File: config.mk
export PLATFORM = sky130hd
export DESIGN_NAME = seg7_pattern_rx
export DESIGN_NICKNAME = d
export VERILOG_FILES = /design/src/rtl/seg7_pkg.sv /design/src/rtl/seg7_glyph_decode.sv /design/src/rtl/seg7_pattern_rx.sv
export SDC_FILE = /design/constraint.sdc
export NUM_CORES = 1
export LEC_CHECK = 0
export CELL_PAD_IN_SITES_DETAIL_PLACEMENT = 1
export CELL_PAD_IN_SITES_GLOBAL_PLACEMENT = 2
export CORE_ASPECT_RATIO = 1.5
export CORE_MARGIN = 2
export CORE_UTILIZATION = 37
export CTS_CLUSTER_DIAMETER = 60
export CTS_CLUSTER_SIZE = 20
export DETAILED_ROUTE_END_ITERATION = 8
export GPL_TIMING_DRIVEN = 0
export PLACE_DENSITY_LB_ADDON = 0.1
export SLEW_MARGIN = 5
export SYNTH_ARGS = -nofsm -noshare
export SYNTH_HDL_FRONTEND = slang
export SYNTH_SLANG_ARGS = --single-unit
File: constraint.sdc
create_clock -name CLOCK_50 -period 2.95 [get_ports CLOCK_50]
set_input_delay 0.4425 -clock CLOCK_50 [delete_from_list [all_inputs] [get_ports CLOCK_50]]
set_output_delay 0.4425 -clock CLOCK_50 [all_outputs]
set_load 0.005 [all_outputs]
File: src/rtl/seg7_pkg.sv
// Shared constants for the segment read-back path: active-low glyphs (bit0=a..bit6=g)
// and the receiver FSM state type.
package seg7_pkg;

  localparam logic [6:0] SEG_0     = 7'h40;
  localparam logic [6:0] SEG_1     = 7'h79;
  localparam logic [6:0] SEG_2     = 7'h24;
  localparam logic [6:0] SEG_3     = 7'h30;
  localparam logic [6:0] SEG_4     = 7'h19;
  localparam logic [6:0] SEG_5     = 7'h12;
  localparam logic [6:0] SEG_6     = 7'h02;
  localparam logic [6:0] SEG_7     = 7'h78;
  localparam logic [6:0] SEG_8     = 7'h00;
  localparam logic [6:0] SEG_9     = 7'h10;
  localparam logic [6:0] SEG_A     = 7'h08;
  localparam logic [6:0] SEG_B     = 7'h03;
  localparam logic [6:0] SEG_C     = 7'h46;
  localparam logic [6:0] SEG_D     = 7'h21;
  localparam logic [6:0] SEG_E     = 7'h06;
  localparam logic [6:0] SEG_F     = 7'h0E;
  localparam logic [6:0] SEG_BLANK = 7'h7F;

  // Alternate drawings some display drivers use for 7 (with f) and 9 (without d).
  localparam logic [6:0] SEG_ALT_7 = 7'h58;
  localparam logic [6:0] SEG_ALT_9 = 7'h18;

  typedef enum logic [1:0] {
    IDLE,
    SETTLE,
    EMIT
  } state_t;

endpackage

File: src/rtl/seg7_glyph_decode.sv
// Combinational glyph-to-nibble decoder for one digit.
// Define SEG7_ALT_GLYPHS_EN to also accept the alternate 7 and 9 drawings.
module seg7_glyph_decode
  import seg7_pkg::*;
(
  input  logic [6:0] pattern,
  output logic [3:0] nibble,
  output logic       legal
);

  always_comb begin
    nibble = 4'h0;
    legal  = 1'b1;
    case (pattern)
      SEG_0:     nibble = 4'h0;
      SEG_1:     nibble = 4'h1;
      SEG_2:     nibble = 4'h2;
      SEG_3:     nibble = 4'h3;
      SEG_4:     nibble = 4'h4;
      SEG_5:     nibble = 4'h5;
      SEG_6:     nibble = 4'h6;
      SEG_7:     nibble = 4'h7;
      SEG_8:     nibble = 4'h8;
      SEG_9:     nibble = 4'h9;
      SEG_A:     nibble = 4'hA;
      SEG_B:     nibble = 4'hB;
      SEG_C:     nibble = 4'hC;
      SEG_D:     nibble = 4'hD;
      SEG_E:     nibble = 4'hE;
      SEG_F:     nibble = 4'hF;
`ifdef SEG7_ALT_GLYPHS_EN
      SEG_ALT_7: nibble = 4'h7;
      SEG_ALT_9: nibble = 4'h9;
`else
      SEG_ALT_7: legal = 1'b0;
      SEG_ALT_9: legal = 1'b0;
`endif
      default:   legal = 1'b0;
    endcase
  end

endmodule

File: src/rtl/seg7_pattern_rx.sv
// Segment-bus receiver: synchronizes two active-low digit patterns, waits for them to hold
// steady, decodes to a byte and offers it on valid/ready. Alternate glyphs via SEG7_ALT_GLYPHS_EN.
module seg7_pattern_rx
  import seg7_pkg::*;
#(
  parameter int STABLE_CYCLES = 4,
  parameter int SYNC_STAGES   = 2
)
(
  input  logic       CLOCK_50,
  input  logic       reset,
  input  logic [6:0] HEX0_in,
  input  logic [6:0] HEX1_in,
  input  logic       out_ready,
  output logic [7:0] value,
  output logic       out_valid,
  output logic       err,
  output logic       busy
);

  localparam logic [7:0]  STABLE_MAX = 8'(STABLE_CYCLES);
  localparam logic [13:0] BLANK_PAIR = {SEG_BLANK, SEG_BLANK};

  logic [13:0] sync_q [SYNC_STAGES];
  logic [13:0] s;
  logic [13:0] prev;
  logic [13:0] last_acc, last_acc_n;
  logic [7:0]  count, count_n;
  logic [7:0]  value_n;
  logic        out_valid_n;
  logic        err_n;
  logic [3:0]  lo_nib, hi_nib;
  logic        lo_legal, hi_legal;
  state_t      state, state_n;

  // Synchronizer chain plus a one-cycle delayed copy used for stability detection.
  always_ff @(posedge CLOCK_50) begin
    if (reset) begin
      for (int i = 0; i < SYNC_STAGES; i++) sync_q[i] <= BLANK_PAIR;
      prev <= BLANK_PAIR;
    end else begin
      sync_q[0] <= {HEX1_in, HEX0_in};
      for (int i = 1; i < SYNC_STAGES; i++) sync_q[i] <= sync_q[i-1];
      prev <= s;
    end
  end

  assign s = sync_q[SYNC_STAGES-1];

  seg7_glyph_decode u_dec_lo (.pattern(s[6:0]),  .nibble(lo_nib), .legal(lo_legal));
  seg7_glyph_decode u_dec_hi (.pattern(s[13:7]), .nibble(hi_nib), .legal(hi_legal));

  always_ff @(posedge CLOCK_50) begin
    if (reset) begin
      state     <= IDLE;
      count     <= 8'd0;
      value     <= 8'h00;
      out_valid <= 1'b0;
      err       <= 1'b0;
      last_acc  <= BLANK_PAIR;
    end else begin
      state     <= state_n;
      count     <= count_n;
      value     <= value_n;
      out_valid <= out_valid_n;
      err       <= err_n;
      last_acc  <= last_acc_n;
    end
  end

  // A pattern that settles back onto the last accepted one is dropped, never re-emitted.
  always_comb begin
    state_n     = state;
    count_n     = count;
    value_n     = value;
    out_valid_n = out_valid;
    err_n       = err;
    last_acc_n  = last_acc;
    case (state)
      IDLE: begin
        if (s != last_acc) begin
          state_n = SETTLE;
          count_n = 8'd1;
        end
      end
      SETTLE: begin
        if (s != prev) begin
          count_n = 8'd1;
        end else if (count >= STABLE_MAX) begin
          if (s == last_acc) begin
            state_n = IDLE;
          end else if (lo_legal && hi_legal) begin
            value_n     = {hi_nib, lo_nib};
            last_acc_n  = s;
            out_valid_n = 1'b1;
            state_n     = EMIT;
          end else begin
            err_n      = 1'b1;
            last_acc_n = s;
            state_n    = IDLE;
          end
        end else begin
          count_n = count + 8'd1;
        end
      end
      EMIT: begin
        if (out_ready) begin
          out_valid_n = 1'b0;
          state_n     = IDLE;
        end
      end
      default: state_n = IDLE;
    endcase
  end

  assign busy = (state != IDLE);

endmodule

**Yosys cells after proc, flatten, opt, wreduce, memory -nomap -nowiden**

Memories as Yosys holds them, arrays and structs flattened.
Cells that the tools add are included.

- $add $sub $neg: 1
- Multiply operators: 0
- Divide/modulo/power cells: 0
- Magnitude comparators: 1
- Eq/ne operators: 42
- Shift-type cells: 0
- Multiplexer cells: 26
- Bitwise gates (word level): 5
- Reduce and logical (&&, ||, !) cells: 15

Operators with widths:

| cell | number |
|---|---|
| 4-bit one-hot mux with 15 select lines | 2 |
| 7-bit == test (second input constant) | 8 |
| 7-bit by 5-bit == test with 1-bit output (second input constant) | 6 |
| 7-bit by 6-bit == test with 1-bit output (second input constant) | 6 |
| 16-bit OR reduction | 2 |
| 7-bit by 2-bit == test with 1-bit output (second input constant) | 4 |
| 7-bit by 4-bit == test with 1-bit output (second input constant) | 4 |
| 14-bit two-way mux | 2 |
| 14-bit inequality test | 2 |
| 8-bit two-way mux | 3 |
| 8-bit one-hot mux with 2 select lines | 1 |
| 14-bit == test | 1 |
| 7-bit by 3-bit == test with 1-bit output (second input constant) | 2 |
| 7-bit zero test | 2 |
| 2-bit two-way mux | 6 |
| 2-bit inequality test (second input constant) | 6 |
| 1-bit two-way mux | 10 |
| 5-bit AND reduction | 2 |
| 8-bit by 1-bit adder with 8-bit output (second input constant) | 1 |
| 8-bit by 3-bit >= comparator with 1-bit output (second input constant) | 1 |
| 4-bit AND reduction | 2 |
| 2-bit one-hot mux with 3 select lines | 1 |
| 6-bit AND reduction | 1 |
| 2-bit nonzero test | 3 |
| other kinds (9) | 12 |

- Register bits after elaboration: 48
- Bits in latches: 0
- RAM bits: 28
- Bits in read-only memories: 0
- Input port bits: 17
- Word-level logic and storage cells: 98
- Memories kept: 1

Memory list:

| memory | depth | width | read ports | clocked after memory_dff | write ports | line | source |
|---|---|---|---|---|---|---|---|
| sync_q | 2 | 14 | 2 | 0 | 2 | seg7_pattern_rx.sv:24 | `logic [13:0] sync_q [SYNC_STAGES];` |

**Logic depth before layout (Yosys ltp)**

- Depth after elaboration: 9
- Gate-level depth with buffers: 8
- Mapped depth without buffers: 6

**Hierarchy**

Synthesis repeated with hierarchy kept, for this count alone.

- Cells, all modules: 411
- Area total of the unflattened synthesis: 3,683.5 um^2

Modules (own cells, without submodules):

| module | instances | cells an instance | area an instance (um^2) | seq. area each (um^2) |
|---|---|---|---|---|
| seg7_pattern_rx | 1 | 285 | 2,897.8 | 1,521.5 |
| seg7_glyph_decode | 2 | 63 | 392.9 | 0.0 |

**Worst setup path after synthesis**

No wires, ideal clock.

- Path type: reg-to-reg
- Start: memory sync_q[1][6], in the netlist sync_q[0][20]
- End: register last_acc[9]
- Setup time: 0.129 ns
- Arrival time: 1.912 ns
- Required time: 2.821 ns
- Setup slack: 0.908 ns
- Stages on the path, launching flop included: 9
- Path buffers: 2
- Cell sequence: dfxtp_1 > buf_2 > xor2_1 > nor4_4 > nand4_2 > nor4_4 > buf_4 > mux2i_1 > nand2_1

RTL lines:

| element | line | source |
|---|---|---|
| start: declaration | seg7_pattern_rx.sv:24 |  |
| end signal: assignment | seg7_pattern_rx.sv:67 | `last_acc <= last_acc_n;` |
| end: declaration | seg7_pattern_rx.sv:27 | `logic [13:0] last_acc, last_acc_n;` |

==> flow_metrics.py <==
metrics = {
    "clocking": {
        "clock_tree.htree_level_count": 3,
        "cts-resized-gates": 0,
        "cts_setup_buffers": 0,
        "worst_setup_hold_path_clk_slew_ns": 0.06,
        "clk_latency_ns": 0.34,
        "root_buffer": "sky130_fd_sc_hd__clkbuf_16",
        "post_cts_hold_fix_bufs": 0,
        "ctsLongestPathBuffers": 2,
        "tritoncts.num_buffers": 9,
        "clk_sink_count": 76,
        "tritoncts_clock_tree": "yes",
    },
    "synth": {
        "netlist_cell_types": 57,
        "syn_avg_cell_area_sq_um": 9.30,
        "synth-edff-count": 0,
        "synth_area_sq_mm": 0.00361,
        "seq_area_frac_synth_pct": 42.1,
        "postSynthCellCount": 388,
        "synth_warnings": 0,
        "synth-main-ff-cell": "sky130_fd_sc_hd__dfxtp_1",
        "synth-async-reset-ratio_pct": 0,
        "synth_nets": 407,
        "synth.ff_latch_count": 76,
    },
    "global_route": {
        "grt_start_max_net_pins": 15,
        "grt.total_usage_pct": 19.4,
        "first_pass_grt_wire_length_microns": 16100,
        "grt_pass1_vias": 3052,
        "grt_overflow": 0,
        "grt_antenna_before_repair": 0,
    },
    "die": {
        "fp.dieArea_sq_mm": 0.0106,
        "die_w_microns": 84.6,
        "die-height_microns": 125,
        "ios": 28,
        "rows": 44,
        "floorplan.initialDensity_pct": 37.7,
        "core_area_sq_mm": 0.00958,
    },
    "detailed_routing": {
        "via_count": 2904,
        "viasPerCell": 5.32,
        "detail_route.wl_per_cell_microns": 17.8,
        "antenna_left": 0,
        "first_iter_violations": 128,
        "postRouteWirelength_microns": 9700,
        "drcViolationCount": 0,
        "detail_route.first_pass.iterations": 4,
    },
    "power_and_ir_drop": {
        "pwr_density_cell_mw_per_mm2": 574,
        "vdd.ir_drop.worst_uv": 329,
        "power.static_leakage_nw": 1.50,
    },
    "sta": {
        "worstMarginPinSlew_ns": 0.651,
        "worst_clock_skew_ns": 0.00870,
        "fin_crit_ns": 2.52,
        "layout_worst_path_cycle_share_pct": 85.3,
        "timing.final.max_slew_violations": 0,
        "grt_setup_unrepaired": "no",
        "hold_vio_cnt_final": 0,
        "finalSetupViolations": 0,
        "fin_worst_hold_slack_ns": 0.402,
        "maxClockFrequency_mhz": 397,
        "relative_max_transition_margin_pct": 56.2,
        "fin_tns_setup_ns": 0,
    },
    "flow_run": {
        "drv.max_cap_violation_count": 0,
    },
    "setup_path": {
        "timing.critical_path.from_type": "register",
        "worst_setup_path_category": "register to register",
        "critPathCaptureType": "register",
        "crit_required_ns": 3.20,
        "critical_path_peak_fanout": 9,
        "worst_ep_arrival_time_ns": 2.76,
    },
    "finish": {
        "antenna_cells_inserted": 0,
        "multi_input_comb_area_sq_mm": 0.00190,
        "seqCellArea_sq_mm": 0.00152,
        "area.growth.synth_to_final_pct": 20.7,
        "final_layout_size_suffix_gt1_share_pct": 20.0,
        "final_area_sq_mm": 0.00436,
        "design.final.nets": 445,
        "n_fill_cell": 1129,
    },
    "placed_design": {
        "place_congestion": 0.810,
        "buffer_ports.inserted": 27,
        "dpl_cell_area_sq_mm": 0.00402,
        "detailed_place_hpwl_microns": 7140,
    },
    "min_path": {
        "hold_path_class": "register to register",
    },
    "outcome": {
        "status": "completed",
    },
}
[layout by cell type, fill, tap and decap left out, drive strengths merged, types with 2 or more instances in the layout]
| cell | instances |
|---|---|
| nor3 | 16 |
| nor2 | 15 |
| a311oi | 4 |
| nand3 | 7 |
| a211oi | 5 |
| nor4bb | 3 |
| inv | 6 |
| a31oi | 2 |
| buf | 19 |
| nand4 | 7 |
| and3 | 4 |
| o31ai | 3 |
| o21ai | 8 |
| nor3b | 8 |
| ha | 2 |
| bufinv | 2 |
| o22ai | 3 |
| clkbuf | 28 |
| a21oi | 18 |
| nand2b | 7 |
| nor4 | 11 |
| or3 | 6 |
| xor2 | 16 |
| and3b | 3 |
| xnor2 | 15 |
| a32oi | 2 |
| nand2 | 25 |
| a22oi | 2 |
| dfxtp | 76 |
| and4 | 2 |
| clkdlybuf4s50 | 27 |
| or2 | 43 |
| mux2i | 17 |
| nor4b | 2 |
[routing by layer]
metal / share of wire (%) / wire, microns / track usage [%]
met5: 0 / 0 / 0
met4: 2.0 / 192 / 7.28
met3: 2.2 / 216 / 3.10
met2: 54 / 5280 / 35.4
met1: 41 / 4010 / 22.3
[layout make-up]
cell class	count	share of cell area, %
clock inverters	6	2.15
flip-flops and latches	76	34.9
well taps	115	3.30
plain buffers	37	3.99
clock buffers	10	5.49
multi-input cells	271	43.6
repair buffers	27	6.20
inverters	4	0.345
[path summary, 6_finish.rpt]
check / start / to / slack, ns / cells past startpoint
worst max-delay path: sync_q[0][14]$_SDFF_PP1_ / count[1]$_SDFFE_PP0P_ / 0.43 / 8
worst min-delay path: sync_q[0][5]$_SDFF_PP1_ / sync_q[0][19]$_SDFF_PP1_ / 0.40 / 1
worst max register to register: sync_q[0][14]$_SDFF_PP1_ / count[1]$_SDFFE_PP0P_ / 0.43 / 8
worst min register to register: sync_q[0][5]$_SDFF_PP1_ / sync_q[0][19]$_SDFF_PP1_ / 0.40 / 1
[worst max-delay path, cell delays in order, from the launching register on]
cell,delay [ns]
sky130_fd_sc_hd__dfxtp_1,0.29
sky130_fd_sc_hd__buf_2,0.17
sky130_fd_sc_hd__xnor2_1,0.26
sky130_fd_sc_hd__nand4_1,0.24
sky130_fd_sc_hd__nor4_4,0.58
sky130_fd_sc_hd__mux2i_2,0.26
sky130_fd_sc_hd__and3_1,0.25
sky130_fd_sc_hd__clkbuf_1,0.17
sky130_fd_sc_hd__a211oi_1,0.21
[state kept, by name, indices dropped and copies added, names as in the netlist]
register   count
last_acc      14
state          2
out_valid      1
count          8
value          8
prev          14
err            1
sync_q        28
[power by group]
part	internal [mW]	switching (mW)
logic	0.0894	0.123
registers	1.05	0.0107
clock network	0.771	0.455
[synth_stat cells, types with 4 or more instances]
cell | n | share of area [%]
sky130_fd_sc_hd__o21ai_0 | 8 | 1.1
sky130_fd_sc_hd__inv_1 | 4 | 0.42
sky130_fd_sc_hd__a211oi_1 | 5 | 1.0
sky130_fd_sc_hd__xor2_1 | 16 | 3.9
sky130_fd_sc_hd__and3_1 | 4 | 0.69
sky130_fd_sc_hd__or2_2 | 43 | 7.5
sky130_fd_sc_hd__clkbuf_1 | 18 | 1.9
sky130_fd_sc_hd__buf_2 | 13 | 1.8
sky130_fd_sc_hd__nor3_1 | 16 | 2.2
sky130_fd_sc_hd__nand4_1 | 6 | 1.0
sky130_fd_sc_hd__nor4_4 | 4 | 2.4
sky130_fd_sc_hd__nand3_1 | 7 | 0.97
sky130_fd_sc_hd__nor3b_1 | 8 | 1.7
sky130_fd_sc_hd__nor4_1 | 6 | 1.0
sky130_fd_sc_hd__xnor2_1 | 15 | 3.6
sky130_fd_sc_hd__dfxtp_1 | 76 | 42
sky130_fd_sc_hd__nand2b_1 | 7 | 1.2
sky130_fd_sc_hd__mux2i_1 | 16 | 4.4
sky130_fd_sc_hd__nor2_1 | 15 | 1.6
sky130_fd_sc_hd__or3_1 | 6 | 1.0
sky130_fd_sc_hd__nand2_1 | 25 | 2.6
sky130_fd_sc_hd__a21oi_1 | 17 | 2.4
[logic make-up (layout without fill, tap and decap cells)]
kind of cell / count (synthesis) / count (layout) / share of synthesized area (%)
AO/OA/AOI/OAI: 59 / 59 / 11.8
XOR/XNOR: 31 / 31 / 7.52
adder cells (fa/ha/maj): 2 / 2 / 0.693
buffers and inverters: 41 / 84 / 5.23
flip-flops: 76 / 76 / 42.1
multiplexers: 18 / 18 / 5.13
AND/OR/NAND/NOR: 161 / 161 / 27.5
[through the flow]
step | power, mW | worst slack [ns] | utilization [%] | std cells
after detailed placement | 1.30 | 0.493 | 42.0 | 530
after global placement | 1.29 | 0.463 | 42.0 | 530
final | 2.50 | 0.434 | 45.5 | 546
after global routing | 2.59 | 0.220 | 45.5 | 546
after CTS | 2.53 | 0.424 | 45.5 | 546
after floorplan | 1.23 | 0.908 | - | 388
Power figures use the tool's default switching activity.
